$ cat src/rtl/seg7_pkg.sv
// Shared 7-segment definitions: segment bit positions, the hex glyph table
// and the all-off pattern, all in active-high form.
package seg7_pkg;

  localparam int SEG_A  = 0;
  localparam int SEG_B  = 1;
  localparam int SEG_C  = 2;
  localparam int SEG_D  = 3;
  localparam int SEG_E  = 4;
  localparam int SEG_F  = 5;
  localparam int SEG_G  = 6;
  localparam int SEG_DP = 7;

  localparam logic [7:0] SEG_OFF = 8'h00;

  // Entry 15 is leftmost, so HEX_SEG[n] is the glyph for hex digit n.
  localparam logic [15:0][7:0] HEX_SEG = {
    8'h71, 8'h79, 8'h5E, 8'h39, 8'h7C, 8'h77, 8'h6F, 8'h7F,
    8'h07, 8'h7D, 8'h6D, 8'h66, 8'h4F, 8'h5B, 8'h06, 8'h3F
  };

endpackage

$ cat src/rtl/seg7_hex_decode.sv
// Combinational hex-nibble to 7-segment decode, active-high. Blanking turns
// off segments a-g only; the decimal point always follows dp.
module seg7_hex_decode
  import seg7_pkg::*;
(
  input  logic [3:0] nibble,
  input  logic       blank,
  input  logic       dp,
  output logic [7:0] pattern
);

  always_comb begin
    pattern = SEG_OFF;
    if (!blank) begin
      pattern[SEG_G:SEG_A] = HEX_SEG[nibble][SEG_G:SEG_A];
    end
    pattern[SEG_DP] = dp;
  end

endmodule

$ cat src/rtl/display_7seg_scanner.sv
// Multiplexed multi-digit 7-segment scanner: refresh prescaler, guard interval,
// frame-synchronous value update, leading-zero blanking and output polarity.
module display_7seg_scanner
  import seg7_pkg::*;
#(
  parameter int DIGITS         = 4,
  parameter int CLK_DIV        = 1000,
  parameter int GUARD          = 2,
  parameter int ACTIVE_LOW_SEG = 0,
  parameter int ACTIVE_LOW_DIG = 1
) (
  input  logic                  clk,
  input  logic                  reset,
  input  logic                  load,
  input  logic [4*DIGITS-1:0]   value,
  input  logic [DIGITS-1:0]     dp_in,
  input  logic                  blank_lz,
  output logic [7:0]            seg_out,
  output logic [DIGITS-1:0]     dig_sel,
  output logic                  frame_done
);

  localparam int IDX_W = (DIGITS > 1) ? $clog2(DIGITS) : 1;
  localparam int CNT_W = (CLK_DIV > 1) ? $clog2(CLK_DIV) : 1;

  localparam logic [7:0]        SEG_POL = (ACTIVE_LOW_SEG != 0) ? 8'hFF : 8'h00;
  localparam logic [DIGITS-1:0] DIG_POL = (ACTIVE_LOW_DIG != 0) ? '1 : '0;

  logic [CNT_W-1:0]    cnt;
  logic [IDX_W-1:0]    idx;
  logic                slot_end;
  logic                last_digit;
  logic                boundary;
  logic                in_guard;

  logic [4*DIGITS-1:0] pend_val;
  logic [DIGITS-1:0]   pend_dp;
  logic                pend_flag;
  logic [4*DIGITS-1:0] disp_val;
  logic [DIGITS-1:0]   disp_dp;

  logic [DIGITS-1:0]   zero_hi;
  logic                zero_run;
  logic [3:0]          cur_nib;
  logic                cur_dp;
  logic                cur_lz;
  logic [7:0]          pattern;
  logic [DIGITS-1:0]   dig_onehot;

  logic [7:0]          seg_p1;
  logic [DIGITS-1:0]   dig_p1;
  logic                fd_p1;

  assign slot_end   = (cnt == CNT_W'(CLK_DIV - 1));
  assign last_digit = (idx == IDX_W'(DIGITS - 1));
  assign boundary   = slot_end && last_digit;
  assign in_guard   = (int'(cnt) < GUARD);

  // Stage p0: prescaler and digit index
  always_ff @(posedge clk or posedge reset) begin
    if (reset) begin
      cnt <= '0;
      idx <= '0;
    end else if (slot_end) begin
      cnt <= '0;
      idx <= last_digit ? '0 : idx + 1'b1;
    end else begin
      cnt <= cnt + 1'b1;
    end
  end

  // A load on the boundary edge lands in pending after the old pending commits.
  always_ff @(posedge clk or posedge reset) begin
    if (reset) begin
      pend_val  <= '0;
      pend_dp   <= '0;
      pend_flag <= 1'b0;
      disp_val  <= '0;
      disp_dp   <= '0;
    end else begin
      if (boundary && pend_flag) begin
        disp_val  <= pend_val;
        disp_dp   <= pend_dp;
        pend_flag <= 1'b0;
      end
      if (load) begin
        pend_val  <= value;
        pend_dp   <= dp_in;
        pend_flag <= 1'b1;
      end
    end
  end

  // zero_hi[k] is set when nibbles k..DIGITS-1 are all zero.
  always_comb begin
    zero_hi  = '0;
    zero_run = 1'b1;
    for (int k = DIGITS - 1; k >= 0; k--) begin
      zero_run   = zero_run && (disp_val[4*k +: 4] == 4'h0);
      zero_hi[k] = zero_run;
    end
  end

  always_comb begin
    cur_nib = 4'h0;
    cur_dp  = 1'b0;
    cur_lz  = 1'b0;
    for (int k = 0; k < DIGITS; k++) begin
      if (int'(idx) == k) begin
        cur_nib = disp_val[4*k +: 4];
        cur_dp  = disp_dp[k];
        cur_lz  = (k != 0) && zero_hi[k];
      end
    end
  end

  seg7_hex_decode u_decode (
    .nibble  (cur_nib),
    .blank   (blank_lz && cur_lz),
    .dp      (cur_dp),
    .pattern (pattern)
  );

  assign dig_onehot = DIGITS'(1) << idx;

  // Stage p1: registered outputs with polarity applied
  always_ff @(posedge clk or posedge reset) begin
    if (reset) begin
      seg_p1 <= SEG_OFF ^ SEG_POL;
      dig_p1 <= DIG_POL;
      fd_p1  <= 1'b0;
    end else begin
      fd_p1 <= boundary;
      if (in_guard) begin
        seg_p1 <= SEG_OFF ^ SEG_POL;
        dig_p1 <= DIG_POL;
      end else begin
        seg_p1 <= pattern ^ SEG_POL;
        dig_p1 <= dig_onehot ^ DIG_POL;
      end
    end
  end

  assign seg_out    = seg_p1;
  assign dig_sel    = dig_p1;
  assign frame_done = fd_p1;

endmodule

$ cat config.mk
export PLATFORM = sky130hd
export DESIGN_NAME = display_7seg_scanner
export DESIGN_NICKNAME = d
export VERILOG_FILES = /design/src/rtl/seg7_pkg.sv /design/src/rtl/seg7_hex_decode.sv /design/src/rtl/display_7seg_scanner.sv
export SDC_FILE = /design/constraint.sdc
export NUM_CORES = 1
export LEC_CHECK = 0
export BUFFER_PORTS_ARGS = -buffer_cell sky130_fd_sc_hd__buf_2
export CAP_MARGIN = 10
export CORE_AREA = 8 8 82 84
export CTS_CLUSTER_SIZE = 30
export DETAILED_ROUTE_END_ITERATION = 8
export DIE_AREA = 0 0 90 92
export GPL_ROUTABILITY_DRIVEN = 0
export PLACE_DENSITY_LB_ADDON = 0.05
export SLEW_MARGIN = 15
export SYNTH_ARGS = -nofsm -noshare
export SYNTH_HDL_FRONTEND = slang
export SYNTH_SLANG_ARGS = --single-unit
$ cat constraint.sdc
create_clock -name clk -period 2.8 [get_ports clk]
set_input_delay 0.56 -clock clk [delete_from_list [all_inputs] [get_ports clk]]
set_output_delay 0.56 -clock clk [all_outputs]
set_load 0.02 [all_outputs]
==> summary.md <==
The area growth from synthesis to layout is 15.62%. The average instance area after synthesis was 12.59 um^2. The detailed-route via count was 1953; the routed via count divided by cell count was 5.425. After clock tree synthesis, the flow added hold-fix buffers numbering 0. The kind of cell with the highest combined delay along the critical path is compound AO/OA/AOI/OAI gates. Measured against its own limit, the worst slew margin works out to 46.53%. The final routed DRC violation total is 0.

Among all flip-flop cells after synthesis, the most frequent one is dfrtp_1. The critical path contains buffers and inverters numbering 2 combined. After detailed routing, the average wire length per cell comes to 15.12 um. The maximum VDD drop is 375.9 uV.

In this run the worst path has a maximum fanout of 9. Number of levels in the clock H-tree: 3. The clock transition time at the flip-flop clock pins of the worst setup and hold paths works out to 0.07 ns. The tools report the sum of negative setup slack as 0 ns. The tools report the count of pins over their slew limit as 0. The horizontal extent of the die was 90 um. Power spread over the standard cell area amounts to 529.4 nW/um^2. The run gives 4 as the count of TritonRoute iterations in the first routing pass. The worst hold path belongs to the class input pin to asynchronous set/reset pin. Summed over all instances, the cell type with the most area after synthesis is dfrtp_1. Data arrives at the worst endpoint at 2.72 ns. Total setup buffers inserted after CTS: 0. The run gives 0.007799 ns as the worst-case clock skew.

The slowest stage of the critical path is the dfrtp_1 cell. Maximum clock frequency: 403.5 MHz. After synthesis, the netlist uses 44 different library cells. For the worst-skew pair, the clock arrives at the later sink with an insertion delay of 0.34 ns.

For the smallest hold slack, the log shows 0.3762 ns. From bottom edge to top edge, the die measures 92 um. Once the floorplan was initialized, standard cells occupied 54.98% of the core.

For the total power after layout, the log shows 1819 uW. The signal on the critical path passes through inv_1, ha_1, nor2_1, a221o_1, inv_1, ha_1, nand2_1, a21bo_1, a221oi_2. In the synthesized netlist, the number of instances is 236.

Entering global routing, the biggest net connects 41 pins. The run gives 27 as the count of standard-cell rows. For the antenna cell count, the log shows 0.

Most repeated cell in the gate-level netlist after synthesis: dfrtp_1. TritonCTS built the clock tree. The number of logic stages on the critical path including buffering was 9. In the global route stage, overall resource usage came out at 14.48%.

The share of the cycle needed by the critical path after routing is 88.50%, and the number of global-route vias before repair is 1957. Nature of the critical path endpoint: a flip-flop. The floorplan step defined a core boundary enclosing 5405 um^2.

At the pin with the least slew margin, the transition time is 0.8009 ns. The count of nets left with antenna violations once routing finished came out at 0. The largest single stage delay on the critical path is 0.39 ns. The layout cell share with drive strength beyond 1 came out at 32.29%. Of all flip-flops after synthesis, the portion carrying an async set or reset was 100.0%. The final number of hold-violating endpoints was 0. Number of flops mapped to enable cells by yosys: 0. The routed design has 5443 um of wire. The total die area is 8280 um^2. The type of the worst setup path was flip-flop to flip-flop. Startpoint type of the worst setup path: a flip-flop. By area the synthesized netlist is led by dfrtp_1 (52%), mux2_2 (8.3%), mux2_1 (6.1%).

Summed over all nets, the half-perimeter wirelength after detailed placement is 4013 um. Setup repair after global routing left no endpoint under its margin. Cell count of the worst reg-to-reg path: 9. The commonest cells after synthesis are dfrtp_1 (62), mux2_2 (22), mux2_1 (16).

Counting the buffers created by CTS gives 9. CTS saw 66 sinks. The initial detailed-routing violation count was 55; the sum of overflow across all layers after global routing was 0. The number of buffer cells added on primary ports is 36, and the post-synthesis sequential element count is 66. For the required time at the endpoint of the critical path, the log shows 3.04 ns. In this run the static leakage power is 0.001567 uW. The reported max-cap violation count was 0. The count of instances resized after the clock tree is built is 0, and the count of warnings emitted by yosys is 0. In this run the cell area of the synthesized design comes to 2972 um^2.

For this design the top-level I/O count stands at 37. In this run the clock root is driven by a clkbuf_8. The first global-routing pass estimated 9584 um of wire.

Setup violations remaining at the end of the flow were counted as 0. For the post-synth net total, the log shows 271. The number of inserted filler cells in the final layout is 439. The flow ran to the end, and the final reports show no timing, DRC or antenna violations. The synthesized design devotes to its leading area cell type 52.21% of total area. The run gives 0 as the number of antenna violations at the first check in global routing.

The final-stage net count is 318, and the deepest clock path buffer count is 2. The minimum period implied by the final worst setup slack is 2.478 ns, and the part of the Yosys area used for sequential elements is 55.75%.
==> final timing paths <==
kind	from	to	slack, ns
max reg2reg	idx[0]$_DFFE_PP0N_	seg_out[6]$_DFF_PP0_	0.32
min in group clk	value[9]	pend_val[9]$_DFFE_PP0P_	0.45
min reg2reg	cnt[0]$_DFF_PP0_	cnt[0]$_DFF_PP0_	0.46
max	idx[0]$_DFFE_PP0N_	seg_out[6]$_DFF_PP0_	0.32
max in group asynchronous	reset	disp_val[1]$_DFFE_PP0P_	1.72
min	reset	cnt[8]$_DFF_PP0_	0.38
==> cells in the final DEF, fill, tap and decap left out, types with 2 or more instances in the layout <==
cell type	n
a211oi_1	4
a21oi_1	4
a221oi_1	3
a221oi_2	2
a22oi_1	2
a311oi_1	2
buf_2	36
buf_4	8
clkbuf_8	9
clkinv_2	4
dfrtp_1	62
dfstp_2	4
ha_1	11
inv_1	9
mux2_1	16
mux2_2	22
nand2_1	13
nand3_1	8
nand3b_1	2
nor2_1	14
nor2b_1	5
nor3_1	6
nor3b_1	4
nor4_1	3
o21ai_0	6
o21ai_1	2
xnor2_1	3
xor2_1	4
==> area by class of cell <==
cell class              count  area, um^2  area share, %
inverters                  10       37.54          1.092
repair buffers             44       240.2          6.992
clock buffers              10       127.6          3.714
multi-input cells         152        1226          35.69
flip-flops and latches     66        1657          48.22
well taps                  72       90.09          2.622
clock inverters             6       57.56          1.675
==> power breakdown <==
| part | switching (uW) | leakage, uW | total [uW] | internal (uW) |
|---|---|---|---|---|
| clock network | 344 | 0.0000958 | 749 | 405 |
| logic | 33.6 | 0.000660 | 73.3 | 39.7 |
| registers | 14.5 | 0.000812 | 997 | 983 |
==> flip-flops by register name, indices dropped and copies added, names as in the netlist <==
| signal | flops |
|---|---|
| cnt | 10 |
| dig_sel | 4 |
| disp_dp | 4 |
| disp_val | 16 |
| frame_done | 1 |
| idx | 2 |
| pend_dp | 4 |
| pend_flag | 1 |
| pend_val | 16 |
| seg_out | 8 |
==> metal layers <==
layer	vias up	GRT usage [%]	part of all wire, %
met5	-	0	0
met4	0	9.015	2.7
met3	17	4.319	4.4
met2	47	22.09	45
met1	947	17.74	48
li1	942	-	-
==> through the flow <==
step	utilization, %	cell area (um^2)	setup WS (ns)	cells
5_1_grt	63.56	3436	0.08597	360
3_3_place_gp	59.86	3236	0.4214	342
2_1_floorplan	-	2972	0.5587	236
3_5_place_dp	59.86	3236	0.3052	342
6_report	63.56	3436	0.3219	360
4_1_cts	63.29	3421	0.2744	358
==> cell families after synthesis <==
| group | count (synthesis) | synth area share, % |
|---|---|---|
| mux | 38 | 14.40 |
| fa+ha+maj | 11 | 4.632 |
| simple gates | 60 | 10.65 |
| xor+xnor | 7 | 2.063 |
| compound gates | 36 | 9.516 |
| buf+inv | 18 | 2.990 |
| flops | 66 | 55.75 |
Note: power is estimated with default switching activity, not from simulation.
